**src/rtl/imem_loader_pkg.sv**
```systemverilog
// Shared types and constants for the boot-time instruction memory loader.
package imem_loader_pkg;

  typedef enum logic [2:0] {
    S_IDLE    = 3'd0,
    S_LEN_HI  = 3'd1,
    S_LEN_LO  = 3'd2,
    S_DATA_HI = 3'd3,
    S_DATA_LO = 3'd4,
    S_CHK     = 3'd5,
    S_RUN     = 3'd6,
    S_ERR     = 3'd7
  } state_e;

  localparam int          LEN_BYTES = 2;
  localparam logic [7:0]  CHK_SEED  = 8'h00;
  localparam logic [15:0] FETCH_OOR = 16'h0000;

  // States in which the byte stream is being consumed.
  function automatic logic is_loading(state_e s);
    return (s == S_LEN_HI) || (s == S_LEN_LO) || (s == S_DATA_HI) ||
           (s == S_DATA_LO) || (s == S_CHK);
  endfunction

endpackage

```
**src/rtl/imem_loader_if.sv**
```systemverilog
// Byte-stream valid/ready port feeding the program loader.
interface imem_loader_if;
  logic       ld_valid;
  logic [7:0] ld_data;
  logic       ld_ready;

  modport master (output ld_valid, output ld_data, input ld_ready);
  modport slave  (input ld_valid, input ld_data, output ld_ready);
endinterface

```
**src/rtl/imem_ram.sv**
```systemverilog
// Single write port, asynchronous read RAM; contents are not reset.
module imem_ram #(
  parameter int DEPTH = 32,
  parameter int WIDTH = 16
) (
  input  logic                     clk,
  input  logic                     we,
  input  logic [$clog2(DEPTH)-1:0] waddr,
  input  logic [WIDTH-1:0]         wdata,
  input  logic [$clog2(DEPTH)-1:0] raddr,
  output logic [WIDTH-1:0]         rdata
);

  logic [WIDTH-1:0] mem [DEPTH];

  always_ff @(posedge clk) begin
    if (we) mem[waddr] <= wdata;
  end

  assign rdata = mem[raddr];

endmodule

```
**src/rtl/imem_loader.sv**
```systemverilog
// Program loader: receives a length-framed, XOR-checksummed byte image into
// instruction RAM, holds the core in reset while loading, then serves fetches.
module imem_loader
  import imem_loader_pkg::*;
#(
  parameter int imem_size = 32
) (
  input  logic                clk,
  input  logic                rst_n,
  input  logic                ld_start,
  imem_loader_if.slave        ld,
  input  logic [15:0]         imem_addr,
  output logic [15:0]         imem_rdata,
  output logic                core_rst_n,
  output logic                load_done,
  output logic                load_err
);

  localparam int AW = $clog2(imem_size);

  state_e        state_q, state_d;
  logic [15:0]   len_q, len_d;
  logic [AW:0]   wptr_q, wptr_d;
  logic [7:0]    hi_q, hi_d;
  logic [7:0]    xor_q, xor_d;
  logic          ld_ready_q, ld_ready_d;
  logic          core_rst_n_q, core_rst_n_d;
  logic          load_done_q, load_done_d;
  logic          load_err_q, load_err_d;
  logic          accept;
  logic          ram_we;
  logic [15:0]   ram_rdata;
  logic [15:0]   len_rx;
  logic [15:0]   wptr_ext;

  assign accept   = ld.ld_valid && ld_ready_q;
  assign len_rx   = {len_q[15:8], ld.ld_data};
  assign wptr_ext = 16'(wptr_q);

  always_comb begin
    state_d = state_q;
    len_d   = len_q;
    wptr_d  = wptr_q;
    hi_d    = hi_q;
    xor_d   = xor_q;
    ram_we  = 1'b0;
    // A restart wins over any byte presented in the same cycle.
    if (ld_start) begin
      state_d = S_LEN_HI;
      wptr_d  = '0;
      xor_d   = CHK_SEED;
    end else if (accept) begin
      xor_d = xor_q ^ ld.ld_data;
      case (state_q)
        S_LEN_HI: begin
          len_d[15:8] = ld.ld_data;
          state_d     = S_LEN_LO;
        end
        S_LEN_LO: begin
          len_d   = len_rx;
          state_d = (len_rx == 16'd0 || len_rx > 16'(imem_size)) ? S_ERR : S_DATA_HI;
        end
        S_DATA_HI: begin
          hi_d    = ld.ld_data;
          state_d = S_DATA_LO;
        end
        S_DATA_LO: begin
          ram_we  = 1'b1;
          wptr_d  = wptr_q + 1'b1;
          state_d = (wptr_ext == len_q - 16'd1) ? S_CHK : S_DATA_HI;
        end
        S_CHK:   state_d = (ld.ld_data == xor_q) ? S_RUN : S_ERR;
        default: ;
      endcase
    end
  end

  // Status outputs are registered decodes of the next state.
  always_comb begin
    ld_ready_d   = is_loading(state_d);
    core_rst_n_d = (state_d == S_RUN);
    load_done_d  = (state_d == S_RUN);
    load_err_d   = (state_d == S_ERR);
  end

  always_ff @(posedge clk or negedge rst_n) begin
    if (!rst_n) begin
      state_q      <= S_IDLE;
      len_q        <= '0;
      wptr_q       <= '0;
      hi_q         <= '0;
      xor_q        <= CHK_SEED;
      ld_ready_q   <= 1'b0;
      core_rst_n_q <= 1'b0;
      load_done_q  <= 1'b0;
      load_err_q   <= 1'b0;
    end else begin
      state_q      <= state_d;
      len_q        <= len_d;
      wptr_q       <= wptr_d;
      hi_q         <= hi_d;
      xor_q        <= xor_d;
      ld_ready_q   <= ld_ready_d;
      core_rst_n_q <= core_rst_n_d;
      load_done_q  <= load_done_d;
      load_err_q   <= load_err_d;
    end
  end

  imem_ram #(
    .DEPTH (imem_size),
    .WIDTH (16)
  ) u_ram (
    .clk   (clk),
    .we    (ram_we),
    .waddr (wptr_q[AW-1:0]),
    .wdata ({hi_q, ld.ld_data}),
    .raddr (imem_addr[AW-1:0]),
    .rdata (ram_rdata)
  );

  assign imem_rdata  = (imem_addr < 16'(imem_size)) ? ram_rdata : FETCH_OOR;
  assign ld.ld_ready = ld_ready_q;
  assign core_rst_n  = core_rst_n_q;
  assign load_done   = load_done_q;
  assign load_err    = load_err_q;

endmodule

```
**src/flat_wrapper.sv**
```systemverilog
// flat-port wrapper written by rule: the top's interface ports become plain ports
module imem_loader_flat import imem_loader_pkg::*;
#(
  parameter int imem_size = 32
)
  (clk, rst_n, ld_start, imem_addr, imem_rdata, core_rst_n, load_done, load_err, ld_ld_valid, ld_ld_data, ld_ld_ready);
  imem_loader_if ld_i ();
  input  logic clk;
  input  logic rst_n;
  input  logic ld_start;
  input  logic [15:0] imem_addr;
  output logic [15:0] imem_rdata;
  output logic core_rst_n;
  output logic load_done;
  output logic load_err;
  input wire logic [$bits(ld_i.ld_valid)-1:0] ld_ld_valid;
  input wire logic [$bits(ld_i.ld_data)-1:0] ld_ld_data;
  output wire logic [$bits(ld_i.ld_ready)-1:0] ld_ld_ready;
  assign ld_i.ld_valid = ld_ld_valid;
  assign ld_i.ld_data = ld_ld_data;
  assign ld_ld_ready = ld_i.ld_ready;
  imem_loader #(.imem_size(imem_size)) u_core (.clk(clk), .rst_n(rst_n), .ld_start(ld_start), .ld(ld_i), .imem_addr(imem_addr), .imem_rdata(imem_rdata), .core_rst_n(core_rst_n), .load_done(load_done), .load_err(load_err));
endmodule
```
**config.mk**
```make
export PLATFORM = sky130hd
export DESIGN_NAME = imem_loader_flat
export DESIGN_NICKNAME = d
export VERILOG_FILES = /design/src/rtl/imem_loader_pkg.sv /design/src/rtl/imem_loader_if.sv /design/src/rtl/imem_ram.sv /design/src/rtl/imem_loader.sv /design/src/flat_wrapper.sv
export SDC_FILE = /design/constraint.sdc
export NUM_CORES = 1
export LEC_CHECK = 0
export ABC_AREA = 1
export CAP_MARGIN = 30
export CELL_PAD_IN_SITES_DETAIL_PLACEMENT = 1
export CELL_PAD_IN_SITES_GLOBAL_PLACEMENT = 2
export CORE_MARGIN = 2
export CORE_UTILIZATION = 40
export CTS_BUF_LIST = sky130_fd_sc_hd__clkbuf_4 sky130_fd_sc_hd__clkbuf_8 sky130_fd_sc_hd__clkbuf_16
export DETAILED_ROUTE_END_ITERATION = 10
export DONT_BUFFER_PORTS = 1
export GPL_TIMING_DRIVEN = 1
export PLACE_DENSITY_LB_ADDON = 0.3
export SKIP_LAST_GASP = 1
export SLEW_MARGIN = 20
export SYNTH_ARGS = -nofsm -noshare
export SYNTH_HDL_FRONTEND = slang
export SYNTH_SLANG_ARGS = --single-unit
```
**constraint.sdc**
```tcl
create_clock -name clk -period 2.96 [get_ports clk]
set_input_delay 0.444 -clock clk [delete_from_list [all_inputs] [get_ports clk]]
set_output_delay 0.444 -clock clk [all_outputs]
set_load 0.02 [all_outputs]
```
==> results.md, run 1 <==
* Critical-path cell list: nand2_1 > a32o_1 > o211ai_1 > o211ai_1 > a21oi_1 > buf_4 > buf_6
* Share of layout cells above drive strength 1 at 12.4%
* Metal-1 WL at about 32 mm
* Max Slew Vio Count at 0
* Metal2 WL at around 32 mm
* Post-CTS Setup Inserts at 0
* Nature of the critical path startpoint: flip-flop
* Post-synth top area cell: edfxtp_1
* Avg Inst Size Synth at 12.2 um2
* Crit path kind: reg -> out
* Tcrit/Tclk final at between 90% and 100%
* Vias in the first global route at approximately 16000
* Cell Area, Synth at approximately 23000 um2
* Hold WC Path Type: in -> reg
* Status: complete, no violations
* Final Hold Fails at 0
* Final design utilization at roughly 47%
* Commonest cells in the netlist: edfxtp_1 (512), nand2_1 (497), a21oi_1 (246), nor2_1 (92), clkbuf_1 (61)
* Die ar. at approximately 59000 um2
* Inserted Clock Buffers at 56
* HPWL after detailed placement at about 41 mm
* Clk_skew at 0.0290 ns
* Max Clock Freq at between 300 and 400 MHz
* Net load switching power at 5240 uW
* Port buffer count at 0
* Flops & latches, synth at ~560
* First-pass GRT wire length at about 100 mm
* CP Capture Type: output pin
* Async SR Flop Fraction at 7.91%
* Fin crit period at 2.92 ns
* Clk buf depth at 3
* Initial drt markers at between 1000 and 1500
* Setup TNS at 0 ns
* Post-route ant nets at 0
* Top Layer Used: met5
* WP data arrival at 2.48 ns
* Pint at about 14000 uW
* Yosys cell types at around 40
* Fill cell total of the finished layout at roughly 5800
* # nets final at around 2000
* Max H-tree Level at 2
* Power Dens Cells at between 700 and 800 nW/um2
* Root buffer cell: clkbuf_16
* Clock Latency Late Sink at around 0.63 ns
* Antenna violations before repair at 7
* EDFF count, synth at roughly 510
* Die H at around 240 um
* Switching share of power at 27.5%
* Comb pwr share at approximately 14%
* Rows at a little under 90
* Via count at 15505
* Area delta synth->final at 16.2%
* Initial core utilization at 40.5%
* Die Width at approximately 240 um
* Clock sink count at between 500 and 600
* Max VDD drop at 789 uV
* WL/cell at between 20 and 30 um
* Top-count cell post-synth: edfxtp_1
* Core Area at about 56000 um2
* Largest net degree at the start of global routing at 260
* Crit-path slowest cell: o211ai_1
* GRT Resource Usage Total at roughly a quarter
* Drc violations at 0
* Register area at around 16000 um2
* DRT Pass-1 Iters at 5
* Final WL at 71.1 mm
* Final setup viols at 0
* RSZ-0062 raised after global routing: yes
* Vias per cell at about 5.6
* Maxcap violations at 0
* Routability cong. at about 0.84
* Max-slew headroom at between 40% and 50%
* Synth Net Count at 1909
* Post-synthesis cell count at roughly 1900
* Placement Cell Area at 24600 um2
* Part of the power in registers at approximately half
* Clock power share at between 30% and 40%
* Worst EP required at approximately 2.5 ns
* P_leak at 0.00946 uW
* Yosys warning total at 0
* Most frequent CP cell: o211ai_1
* Top FF cell, synth: edfxtp_1
* Critical Path Max Stage Delay at ~0.4 ns
* Multi-input logic area at 5710 um2
* Met3 wire len at 5.72 mm
* Clock slew at reported path FFs at about 0.060 ns
* CTS tree: built
* Worst slew pin tran at approximately 0.83 ns
* Max FO, Critical Path at 1
* Num ports at 48
* Buffers & Inverters on Critical Path at 2
* Seq/Total Area, Yosys at between 70% and 80%
* Ranking of synthesized cells by area: edfxtp_1 (67%), nand2_1 (8.1%), a21oi_1 (5.4%)
* Fin area at between 20000 and 30000 um2
* Top-area cell type share of the netlist area at 67.2%
* CP top delay family: compound AO/OA/AOI/OAI gates
* GRT overflow at 0
area by class of cell:
class | instances | area share (%)
diodes | 1 | 0.00941
clock buffers | 72 | 5.81
clock inverters | 33 | 0.856
inverters | 61 | 0.922
multi-input cells | 1144 | 21.5
flip-flops and latches | 556 | 62.0
well taps | 756 | 3.56
repair buffers | 136 | 5.42
logic make-up (layout without fill, tap and decap cells):
group | count (synthesis) | in the layout | share of synthesized area, %
AND/OR/NAND/NOR | 646 | 646 | 11.1
flip-flops | 556 | 556 | 72.0
AO/OA/AOI/OAI | 483 | 483 | 13.0
buffers and inverters | 176 | 302 | 3.23
XOR/XNOR | 10 | 10 | 0.383
adder cells (fa/ha/maj) | 5 | 5 | 0.273
other | 0 | 1 | 0
registers in the layout, summed over array words and instances (netlist names):
signal,cells
u_core.state_q,3
u_core.hi_q,8
u_core.u_ram.mem,512
u_core.load_err,1
u_core.wptr_q,6
u_core.core_rst_n,1
u_core.ld.ld_ready,1
u_core.len_q,16
u_core.xor_q,8
cells in the final DEF, fill, tap and decap left out, types with 2 or more instances in the layout:
master           n
clkbuf_16       57
a22o_1           4
buf_12          31
a21oi_1        244
nor2_1          91
dlygate4sd3_1    3
inv_1           58
a22oi_1         30
o21ai_0         49
o221ai_1         2
xnor2_1          5
o311ai_1         6
nand2_1        497
clkinv_2        14
nand2_2          7
a32o_1          17
buf_4          100
o22ai_1          7
xor2_1           5
clkbuf_4        14
a221oi_1        30
clkinv_16        2
nor2_4           2
nor3_1           6
nand4_1          2
o31ai_1         29
a21oi_2          2
edfxtp_1       512
o311ai_0         7
nor2_2           5
dfrtp_1         43
nand3_1         30
clkinv_1        15
ha_1             5
nor4_1           2
o21ai_1          3
o211ai_1        47
power groups by stage:
| stage | clock [uW] | sequential, uW | combinational [uW] |
|---|---|---|---|
| final | 6850 | 9490 | 2680 |
| after floorplan | 0 | 9720 | 1550 |
| after CTS | 6970 | 9490 | 2700 |
| after global placement | 0 | 9650 | 2500 |
| after detailed placement | 0 | 9650 | 2580 |
| after global routing | 7250 | 9520 | 3010 |
worst paths after layout:
check	from	to	slack, ns	depth (start not counted)
min in group asynchronous	rst_n	u_core.xor_q[6]$_DFFE_PN0P_	0.30	2
setup / recovery	u_core.u_ram.mem[28][6]$_DFFE_PP_	imem_rdata[6]	0.04	7
max in group asynchronous	rst_n	u_core.hi_q[4]$_DFFE_PN0P_	2.42	2
hold reg to reg	u_core.xor_q[7]$_DFFE_PN0P_	u_core.xor_q[7]$_DFFE_PN0P_	0.51	2
hold / removal	ld_ld_data[4]	u_core.len_q[12]$_DFFE_PN0P_	0.04	2
setup reg to reg	u_core.ld.ld_ready$_DFF_PN0_	u_core.u_ram.mem[7][14]$_DFFE_PP_	0.29	7
through the flow:
step / hold WS (ns) / power (uW) / setup WS [ns] / std cells
after floorplan: 0.148 / 11300 / 0.390 / 1876
after global placement: 0.150 / 12100 / -0.0277 / 2641
after detailed placement: 0.149 / 12200 / -0.103 / 2641
after CTS: 0.0236 / 19200 / 0.00101 / 2758
after global routing: 0.0267 / 19800 / -0.0375 / 2758
final: 0.0376 / 19000 / 0.0393 / 2759
per-layer routing:
metal	global-route usage, %	vias up
met1	34.7	7903
met4	6.28	2
met2	36.4	500
met3	6.02	91
met5	0	-
li1	-	7009
timing repair:
item	in CTS	in global routing
resized for setup	7	9
pin swaps	1	8
cloned	0	0
hold endpoints to repair	304	0
endpoints found under the setup margin	3	4
hold buffers	12	0
Power figures use the tool's default switching activity.
==> inputs of run 2 (changes only) <==
==> constraint.sdc (replaced) <==
create_clock -name clk -period 2.96 [get_ports clk]
set_input_delay 0.74 -clock clk [delete_from_list [all_inputs] [get_ports clk]]
set_output_delay 0.74 -clock clk [all_outputs]
set_load 0.02 [all_outputs]
==> run 2 against run 1 <==
Net effect:
- the run now ends with negative setup slack left
- critical path depth is 4 higher
- largest power group unchanged
- worst hold slack better by 0.15 ns
- setup slack worse by 0.30 ns
- largest cell class unchanged
- sequential cell count stayed put
- cell count is 3.8% higher
- fmax is 9.3% lower
==> results.md, run 2 (synthesis gave the netlist of run 1 again) <==
* Setup TNS at -3.15 ns
* Tcrit/Tclk final at 109%
* CP Capture Type: output pin
* RSZ-0062 raised after global routing: yes
* Vias in the first global route at roughly 17000
* Status: finished with violations
* Final setup viols at 16
* GRT Resource Usage Total at ~26%
* WHS Path Cells at 1
* Max-slew headroom at a little over half
* Depth of the most critical reg-to-reg path at 8
* DRT Pass-1 Iters at 5
* Max Slew Vio Count at 0
* Min Hold Slack at approximately 0.19 ns
* Max H-tree Level at 2
* Fin crit period at roughly 3.2 ns
* WP data arrival at between 2 and 2.5 ns
* GRT overflow at 0
* Hold WC Path Type: in -> reg
* Port buffer count at 0
* HPWL after detailed placement at around 44 mm
* Vias per cell at 5.72
* Clock Latency Late Sink at 0.64 ns
* CTS tree: built
* Initial drt markers at about 1500
* Clk buf depth at 3
* Nature of the critical path startpoint: input port
* Clock sink count at between 500 and 600
* Routability cong. at roughly 0.84
* Failing checks: negative setup slack
* Largest registers: u_core.u_ram.mem (512), u_core.len_q (16)
* Root buffer cell: clkbuf_16
* P_leak at approximately 0.010 uW
* Die ar. at 59200 um2
* Rows at 87
* Initial core utilization at 40.5%
* Crit path kind: in -> out
* Inserted Clock Buffers at around 60
* Commonest non-fill, non-tap cell in the layout: edfxtp_1
* Most flops, register: u_core.u_ram.mem
* Hold Crit Start: ld_start
* Placed Cells at ~2700
* Fill cell total of the finished layout at between 5000 and 6000
* Clk_skew at roughly 0.039 ns
* Core Area at between 50000 and 60000 um2
* Drc violations at 0
* FF-to-FF Start: u_core.ld.ld_ready$_DFF_PN0_
* WL/cell at between 20 and 30 um
* Critical R2R Capture: u_core.u_ram.mem[27][6]$_DFFE_PP_
* Post-route ant nets at 0
* Die H at ~240 um
* Max Clock Freq at between 300 and 400 MHz
* Share of layout cells above drive strength 1 at roughly a fifth
* Maxcap violations at 0
* Final WL at 76.2 mm
* Final worst slack at -0.262 ns
* Clock slew at reported path FFs at ~0.06 ns
* Layout Cells excl Fill at roughly 2900
* Num ports at 48
* Antenna violations before repair at 1
* Final Hold Fails at 0
* Most frequent cells in the layout: edfxtp_1 (512), nand2_1 (484), a21oi_1 (223)
* # nets final at about 2100
* Max VDD drop at around 570 uV
* Number of flip-flops in the largest register at just over 500
* R2R setup slack at 0.48 ns
* Die Width at around 240 um
* Area delta synth->final at 23.9%
* Hold Crit Endpoint: u_core.wptr_q[3]$_DFFE_PN0P_
* Worst EP required at 2.22 ns
* Worst slew pin tran at between 0.7 and 0.8 ns
* Power Dens Cells at around 710 nW/um2
* Via count at approximately 16000
* Largest net degree at the start of global routing at 260
* Max FO, Critical Path at around 110
* First-pass GRT wire length at 112 mm
[run 2: layout make-up]
type | instances | area (um2) | area share [%]
well taps | 756 | 946 | 3.33
flip-flops and latches | 556 | 16500 | 58.1
diodes | 1 | 2.50 | 0.00882
repair inverters | 2 | 20.0 | 0.0706
repair buffers | 235 | 2510 | 8.86
clock inverters | 40 | 414 | 1.46
inverters | 61 | 283 | 0.997
multi-input cells | 1144 | 6140 | 21.6
clock buffers | 70 | 1580 | 5.56
[run 2: stage by stage]
| step | utilization, % | total power (uW) | setup slack, ns | area, um2 |
|---|---|---|---|---|
| final | 50.2 | 20000 | -0.262 | 28400 |
| after global routing | 50.2 | 20700 | -0.328 | 28400 |
| after CTS | 49.8 | 20100 | -0.218 | 28100 |
| after detailed placement | 44.6 | 12300 | -0.608 | 25200 |
| after global placement | 44.6 | 12300 | -0.622 | 25200 |
| after floorplan | - | 11300 | 0.0347 | 22900 |
[run 2: worst max path at each step]
stage | start | end | slack [ns]
2_1_floorplan | imem_addr[0] | imem_rdata[11] | 0.03
3_3_place_gp | imem_addr[0] | imem_rdata[1] | -0.62
3_5_place_dp | imem_addr[1] | imem_rdata[14] | -0.61
4_1_cts | imem_addr[0] | imem_rdata[14] | -0.22
5_1_grt | imem_addr[1] | imem_rdata[6] | -0.33
6_report | imem_addr[1] | imem_rdata[10] | -0.26
[run 2: timing repair]
| item | CTS | global route |
|---|---|---|
| hold endpoints to repair | 44 | 0 |
| buffers inserted | 28 | 6 |
| hold buffers | 2 | 0 |
| endpoints found under the setup margin | 16 | 16 |
| pin swaps | 63 | 54 |
| resized for setup | 106 | 59 |
| cloned | 10 | 2 |
[run 2: layer usage]
layer  routed length, um  part of all wire [%]  vias to the layer above  GRT usage [%]
li1                    -                     -                     7209              -
met1               33600                    44                     8505           36.4
met2               35600                    47                      560           39.9
met3                5350                   7.0                      113           4.72
met4                1710                   2.2                        0           7.27
met5                   0                     0                        -              0
[run 2: where the power goes]
part	total, uW	leakage, uW	switching, uW	internal (uW)
logic	2930	0.00406	1990	946
clock network	7620	0.000988	3200	4420
registers	9470	0.00520	271	9200
[run 2: critical path, cell delays in order]
cell and delay (ns):
clkinv_16 0.10, buf_16 0.16, buf_6 0.12, buf_4 0.13
nand2_2 0.07, a21oi_2 0.04, o31ai_2 0.26, buf_4 0.16
o211ai_1 0.12, a21oi_2 0.31, buf_6 0.17
